--- src/rtl/huffman_param_if.sv ---
// Bus between the pixel-statistics front end, the Huffman encoder and the
// bitstream packer.
//
// Handshake: a sample transfers on a rising clk edge where gray_valid and
// gray_ready are both 1. gray_ready never depends on gray_valid; the source
// may hold gray_valid high while gray_ready is 0 and such cycles transfer
// nothing. CNT_valid and code_valid are single-cycle pulses without
// back-pressure; CNT, HC and M stay stable after their pulse until replaced.
interface huffman_param_if #(
  parameter int NSYM  = 6,
  parameter int CNTW  = 8,
  parameter int CODEW = 8
);
  logic                  gray_valid;
  logic [7:0]            gray_data;
  logic                  gray_ready;
  logic                  CNT_valid;
  logic [NSYM*CNTW-1:0]  CNT;
  logic                  code_valid;
  logic [NSYM*CODEW-1:0] HC;
  logic [NSYM*CODEW-1:0] M;

  modport master (
    output gray_valid, gray_data,
    input  gray_ready, CNT_valid, CNT, code_valid, HC, M
  );

  modport slave (
    input  gray_valid, gray_data,
    output gray_ready, CNT_valid, CNT, code_valid, HC, M
  );
endinterface

--- src/rtl/huffman_param.sv ---
// Frame-based Huffman encoder: counts SAMPLES symbols (1..NSYM), builds a
// deterministic Huffman tree one merge per cycle and publishes right-aligned
// codes and length masks per symbol.
module huffman_param #(
  parameter int NSYM    = 6,
  parameter int CNTW    = 8,
  parameter int SAMPLES = 100,
  parameter int CODEW   = 8
) (
  input  logic           clk,
  input  logic           reset,
  huffman_param_if.slave bus,
  output logic [2:0]     dbg_state
);
  localparam int IDXW = (NSYM > 1) ? $clog2(NSYM) : 1;
  localparam int LENW = $clog2(CODEW + 1);

  typedef enum logic [2:0] {
    S_IDLE  = 3'd0,
    S_COUNT = 3'd1,
    S_INIT  = 3'd2,
    S_MERGE = 3'd3,
    S_DONE  = 3'd4
  } state_t;

  state_t                       state_q, state_d;
  logic [CNTW-1:0]              smp_q, smp_d;
  logic [NSYM-1:0][CNTW-1:0]    cnt_q, cnt_d;
  // Node storage: a node lives in the slot of its key (smallest member symbol).
  logic [NSYM-1:0][CNTW-1:0]    wt_q, wt_d;
  logic [NSYM-1:0]              live_q, live_d;
  // Per-symbol: slot of the node the symbol currently belongs to.
  logic [NSYM-1:0][IDXW-1:0]    own_q, own_d;
  logic [NSYM-1:0][CODEW-1:0]   code_q, code_d;
  logic [NSYM-1:0][LENW-1:0]    len_q, len_d;
  logic [NSYM-1:0][CODEW-1:0]   hc_q, hc_d;
  logic [NSYM-1:0][CODEW-1:0]   m_q, m_d;
  logic                         cnt_valid_q, cnt_valid_d;
  logic                         code_valid_q, code_valid_d;

  logic                         a_found, b_found;
  logic [IDXW-1:0]              a_idx, b_idx, keep_idx, drop_idx;
  logic                         in_range, accept;
  logic [IDXW-1:0]              sym_idx;

  // Node i merges before node j: lighter first, larger key first on ties.
  function automatic logic precedes(input logic [CNTW-1:0] wi, input int i,
                                    input logic [CNTW-1:0] wj, input int j);
    return (wi < wj) || ((wi == wj) && (i > j));
  endfunction

  assign in_range = (bus.gray_data != 8'd0) && (bus.gray_data <= 8'(NSYM));
  assign accept   = bus.gray_valid && bus.gray_ready && in_range;
  assign sym_idx  = IDXW'(bus.gray_data - 8'd1);

  // Select the two live nodes to merge next (A = first, B = second).
  always_comb begin
    a_found = 1'b0;
    a_idx   = '0;
    b_found = 1'b0;
    b_idx   = '0;
    for (int i = 0; i < NSYM; i++) begin
      if (live_q[i] && (!a_found || precedes(wt_q[i], i, wt_q[a_idx], int'(a_idx)))) begin
        a_found = 1'b1;
        a_idx   = IDXW'(i);
      end
    end
    for (int i = 0; i < NSYM; i++) begin
      if (live_q[i] && (IDXW'(i) != a_idx) &&
          (!b_found || precedes(wt_q[i], i, wt_q[b_idx], int'(b_idx)))) begin
        b_found = 1'b1;
        b_idx   = IDXW'(i);
      end
    end
    keep_idx = (a_idx < b_idx) ? a_idx : b_idx;
    drop_idx = (a_idx < b_idx) ? b_idx : a_idx;
  end

  // Next-state and datapath: counting, tree init, one merge per cycle, publish.
  always_comb begin
    state_d      = state_q;
    smp_d        = smp_q;
    cnt_d        = cnt_q;
    wt_d         = wt_q;
    live_d       = live_q;
    own_d        = own_q;
    code_d       = code_q;
    len_d        = len_q;
    hc_d         = hc_q;
    m_d          = m_q;
    cnt_valid_d  = 1'b0;
    code_valid_d = 1'b0;
    unique case (state_q)
      S_IDLE, S_COUNT: begin
        if (accept) begin
          if (state_q == S_IDLE) begin
            // First sample of a frame wipes the previous frame's counts.
            cnt_d          = '0;
            cnt_d[sym_idx] = CNTW'(1);
            smp_d          = CNTW'(1);
          end else begin
            cnt_d[sym_idx] = cnt_q[sym_idx] + CNTW'(1);
            smp_d          = smp_q + CNTW'(1);
          end
          if (smp_d == CNTW'(SAMPLES)) begin
            state_d     = S_INIT;
            cnt_valid_d = 1'b1;
          end else begin
            state_d = S_COUNT;
          end
        end
      end
      S_INIT: begin
        for (int s = 0; s < NSYM; s++) begin
          wt_d[s]   = cnt_q[s];
          live_d[s] = (cnt_q[s] != '0);
          own_d[s]  = IDXW'(s);
          code_d[s] = '0;
          len_d[s]  = '0;
        end
        state_d = S_MERGE;
      end
      S_MERGE: begin
        if (!b_found) begin
          // Tree complete; a lone leaf keeps len 0 and is published as len 1.
          for (int s = 0; s < NSYM; s++) begin
            hc_d[s] = code_q[s];
            if (cnt_q[s] == '0)       m_d[s] = '0;
            else if (len_q[s] == '0)  m_d[s] = CODEW'(1);
            else                      m_d[s] = ~({CODEW{1'b1}} << len_q[s]);
          end
          code_valid_d = 1'b1;
          state_d      = S_DONE;
        end else begin
          wt_d[keep_idx]   = wt_q[a_idx] + wt_q[b_idx];
          live_d[drop_idx] = 1'b0;
          for (int s = 0; s < NSYM; s++) begin
            if (own_q[s] == a_idx) begin
              code_d[s] = code_q[s] | (CODEW'(1) << len_q[s]);
              len_d[s]  = len_q[s] + LENW'(1);
              own_d[s]  = keep_idx;
            end else if (own_q[s] == b_idx) begin
              len_d[s]  = len_q[s] + LENW'(1);
              own_d[s]  = keep_idx;
            end
          end
        end
      end
      S_DONE:  state_d = S_IDLE;
      default: state_d = S_IDLE;
    endcase
  end

  // State and datapath registers; reset discards any partial frame.
  always_ff @(posedge clk or negedge reset) begin
    if (!reset) begin
      state_q      <= S_IDLE;
      smp_q        <= '0;
      cnt_q        <= '0;
      wt_q         <= '0;
      live_q       <= '0;
      own_q        <= '0;
      code_q       <= '0;
      len_q        <= '0;
      hc_q         <= '0;
      m_q          <= '0;
      cnt_valid_q  <= 1'b0;
      code_valid_q <= 1'b0;
    end else begin
      state_q      <= state_d;
      smp_q        <= smp_d;
      cnt_q        <= cnt_d;
      wt_q         <= wt_d;
      live_q       <= live_d;
      own_q        <= own_d;
      code_q       <= code_d;
      len_q        <= len_d;
      hc_q         <= hc_d;
      m_q          <= m_d;
      cnt_valid_q  <= cnt_valid_d;
      code_valid_q <= code_valid_d;
    end
  end

  assign bus.gray_ready = (state_q == S_IDLE) || (state_q == S_COUNT);
  assign bus.CNT_valid  = cnt_valid_q;
  assign bus.CNT        = cnt_q;
  assign bus.code_valid = code_valid_q;
  assign bus.HC         = hc_q;
  assign bus.M          = m_q;
  assign dbg_state      = state_q;
endmodule

--- src/flat_wrapper.sv ---
// flat-port wrapper written by rule: the top's interface ports become plain ports
module huffman_param_flat 
#(
  parameter int NSYM    = 6,
  parameter int CNTW    = 8,
  parameter int SAMPLES = 100,
  parameter int CODEW   = 8
)
  (clk, reset, dbg_state, bus_gray_valid, bus_gray_data, bus_gray_ready, bus_CNT_valid, bus_CNT, bus_code_valid, bus_HC, bus_M);
  huffman_param_if #(.NSYM(NSYM), .CNTW(CNTW), .CODEW(CODEW)) bus_i ();
  input  logic clk;
  input  logic reset;
  output logic [2:0] dbg_state;
  input wire logic [$bits(bus_i.gray_valid)-1:0] bus_gray_valid;
  input wire logic [$bits(bus_i.gray_data)-1:0] bus_gray_data;
  output wire logic [$bits(bus_i.gray_ready)-1:0] bus_gray_ready;
  output wire logic [$bits(bus_i.CNT_valid)-1:0] bus_CNT_valid;
  output wire logic [$bits(bus_i.CNT)-1:0] bus_CNT;
  output wire logic [$bits(bus_i.code_valid)-1:0] bus_code_valid;
  output wire logic [$bits(bus_i.HC)-1:0] bus_HC;
  output wire logic [$bits(bus_i.M)-1:0] bus_M;
  assign bus_i.gray_valid = bus_gray_valid;
  assign bus_i.gray_data = bus_gray_data;
  assign bus_gray_ready = bus_i.gray_ready;
  assign bus_CNT_valid = bus_i.CNT_valid;
  assign bus_CNT = bus_i.CNT;
  assign bus_code_valid = bus_i.code_valid;
  assign bus_HC = bus_i.HC;
  assign bus_M = bus_i.M;
  huffman_param #(.NSYM(NSYM), .CNTW(CNTW), .SAMPLES(SAMPLES), .CODEW(CODEW)) u_core (.clk(clk), .reset(reset), .bus(bus_i), .dbg_state(dbg_state));
endmodule
--- config.mk ---
export PLATFORM = sky130hd
export DESIGN_NAME = huffman_param_flat
export DESIGN_NICKNAME = d
export VERILOG_FILES = /design/src/rtl/huffman_param_if.sv /design/src/rtl/huffman_param.sv /design/src/flat_wrapper.sv
export SDC_FILE = /design/constraint.sdc
export NUM_CORES = 1
export LEC_CHECK = 0
export ABC_AREA = 1
export ABC_CLOCK_PERIOD_IN_PS = 16300
export CORE_MARGIN = 10
export CORE_UTILIZATION = 45
export CTS_CLUSTER_DIAMETER = 80
export DETAILED_ROUTE_END_ITERATION = 7
export PLACE_DENSITY = 0.67
export SETUP_SLACK_MARGIN = 0.5
export SLEW_MARGIN = 20
export SYNTH_ARGS = -nofsm -noshare
export SYNTH_HDL_FRONTEND = slang
export SYNTH_SLANG_ARGS = --single-unit
--- constraint.sdc ---
create_clock -name clk -period 16.3 [get_ports clk]
set_input_delay 2.445 -clock clk [delete_from_list [all_inputs] [get_ports clk]]
set_output_delay 2.445 -clock clk [all_outputs]
set_load 0.03 [all_outputs]
==> metrics.cfg <==
[min_path]
holdPathEnd=u_core.bus.M[40]
holdPathStages=2
hold_class=flop to flop
hp-start=u_core.bus.M[40]

[placed_design]
placed_cells=3146
io_buffers=160
placedInstanceArea_um2=21950
dp_hpwl_um=54290
place_congestion=0.9987

[pwr]
powerDensity_nw_per_um2=71.19
vdd_drop_max_uv=62.17
p_switching_uw=435.3
switching_share_pct=24.87
pwr-share-seq_pct=44.2
clock_power_share_pct=47.6
share_comb_of_total_power_pct=8.2
p_leak_nw=11.69
intPower_mw=1.315

[sta]
slew_violations=0
relSlewSlack_pct=28.77
rsz0062_at_grt=true
fin_crit_ps=15580
tns_ps=0
tightestPinTransition_ps=1068
fmax_mhz=64.20
clock-skew-final_ps=29.15
post-route-period-util_pct=95.56
final-setup-viol-count=0
hold_viol=0

[cells_and_area]
nets=2862
fin_area_um2=24580
diodes=0
instances_no_fill=3264
multi_input_area_um2=10160
drive_gt1_share_pct=20.55
synthToLayoutAreaGrowth_pct=34.43
seqCellArea_um2=7532
fill_cells=3542

[cts]
cts_tree=built
cts_hold_buf=0
cts_sinks=301
insertion_delay_ps=560
clk_pin_slew_ps=60
numCtsBuffers=35
clk_path_buf_depth=3
cts_root_buf=clkbuf_16
cts.htree.levels=2

[yosys]
synth.top_cell.area_share_pct=41.19
syn_area_um2=18290
synth_cell_types=58
synth_most_common_cell=nand2_1
ys_ff_latch=301
synth.largest_area_cell=dfrtp_1
async_flop_share_pct=100.0
ys.flop_type=dfrtp_1
yosysSeqAreaShare_pct=41.19
synth.area.top_cells=dfrtp_1, nand2_1, ha_1
synth_edf_count=0
yosysWarnings=0
synth_top_cells_by_count=nand2_1, dfrtp_1, inv_1
syn-num-nets=2461
synthCells=2314
syn_avg_cell_area_um2=7.903

[routing]
ant_nets=0
wl_um=72830
vias=18620
routed_via_density=5.704
wl_per_cell_um=22.31
drt_iter0_markers=1604
first_pass_iters=8
drc=0

[floorplanning]
rows=73
fp.dieH_um=221.6
start_util_pct=45.82
ios=161
die_w_um=221.6
die_area_um2=49100
core_area_um2=39910

[worst_setup_path]
crit_path_max_fanout=18
critPathRequiredTime_ps=16750
critical-path-slowest-cell=dfrtp_1
worstSetupEndpointType=flop
startpoint_type=flop
worstReg2RegStart=u_core.wt_q[15]
rr_endpoint=u_core.wt_q[15]
crit_type=flop to flop
critPathArrivalTime_ps=16030
max_stage_delay_ps=430
cp_common_cell=nand2_1
regToRegSetupSlack_ps=720
reg2regPathDepth=114

[global_routing]
antenna_found_initial=1
overflow=0
grt_use_total_pct=27.82
grt_pass1_vias=17700
grt_pass1_wl_um=108200
grt_max_degree=183

[flow_run]
cap_violations=0

[status]
status=complete, no violations

[critical path: cells and delay by family, from the launching register on]
family	cells	cell delay (ps)
AOI/OAI and AO/OA	33	4810
xor gates and xnor gates	1	180
adders and majority gates	10	2900
buffers and inverters	14	1870
DFF	1	430
and+or+nand+nor	56	5190
[layer usage]
layer  global-route usage, %  share of wire (%)  wire [µm]  up-vias
li1                        -                  -          -     8656
met1                   36.38                 42      30600     9037
met2                   45.11                 47      34110      764
met3                   6.248                7.9       5764      158
met4                   8.135                3.2       2342        2
met5                       0              0.021         15        -
[final cells by class]
class                   count  share of cell area, %
inverters                 296                  4.596
clock inverters            11                 0.7583
clock buffers              50                  4.199
well taps                 525                  2.672
flip-flops and latches    301                  30.64
multi-input cells        1652                  41.31
repair buffers            429                  15.82
[registers in the layout, summed over array words and instances (netlist names), 6 cells and up]
| name | flops |
|---|---|
| u_core.own_q | 18 |
| u_core.smp_q | 8 |
| u_core.code_q | 48 |
| u_core.len_q | 24 |
| u_core.live_q | 6 |
| u_core.bus.M | 48 |
| u_core.wt_q | 48 |
| u_core.bus.CNT | 48 |
| u_core.bus.HC | 48 |
[worst max path at each step]
stage	from	end	slack, ps	depth (start not counted)
finish	u_core.wt_q[15]	u_core.wt_q[15]	720	114
global route	u_core.wt_q[1]	u_core.wt_q[39]	-320	130
CTS	u_core.wt_q[7]	u_core.wt_q[15]	540	126
detailed placement	u_core.wt_q[7]	u_core.wt_q[15]	-150	123
global placement	u_core.wt_q[7]	u_core.wt_q[39]	70	121
floorplan	u_core.wt_q[7]	u_core.wt_q[31]	530	120
[power groups by stage]
stage | clock network [mW] | registers, mW | logic (mW)
after floorplan | 0 | 0.795 | 0.0604
after global placement | 0 | 0.786 | 0.135
after global routing | 0.880 | 0.774 | 0.156
after CTS | 0.845 | 0.772 | 0.137
final | 0.833 | 0.774 | 0.144
after detailed placement | 0 | 0.786 | 0.136
[cells in the final DEF, fill, tap and decap left out, drive strengths merged, types with 13 or more instances in the layout]
cell,Yosys,routed
clkdlybuf4s50,0,159
a22oi,23,23
o211ai,13,13
nor3,16,16
o21ai,236,236
o22ai,111,111
a31oi,13,13
buf,17,267
ha,135,135
nand2,560,562
inv,292,295
dfrtp,301,301
nand3,88,89
clkbuf,51,53
nand4,26,26
a21oi,153,153
nor2,150,150
xor2,27,27
nor4,16,16
[timing repair]
item                                    in CTS  in global routing
setup buffers                                1                 49
endpoints found under the setup margin      50                 96
gates cloned                                 0                  6
resized for setup                           15                247
pin swaps                                    0                154
[cells by family (layout without fill, tap and decap cells)]
logic type / after synthesis / after routing / synth area share [%]
compound gates: 616 / 616 / 19.78
xor+xnor: 34 / 34 / 1.628
buf+inv: 364 / 786 / 7.772
simple gates: 863 / 866 / 20.29
flops: 301 / 301 / 41.19
fa+ha+maj: 136 / 136 / 9.346
[through the flow]
step	power, mW	hold WS [ps]	setup WS, ps	utilization [%]
after CTS	1.754	480.3	543.9	58.15
final	1.750	478.4	723.4	61.59
after floorplan	0.8558	448.9	525.3	-
after global routing	1.809	502.7	-321.6	61.59
after global placement	0.9207	458.1	68.72	54.93
after detailed placement	0.9212	465.9	-151.6	55.00
(Power assumes the default switching activity.)
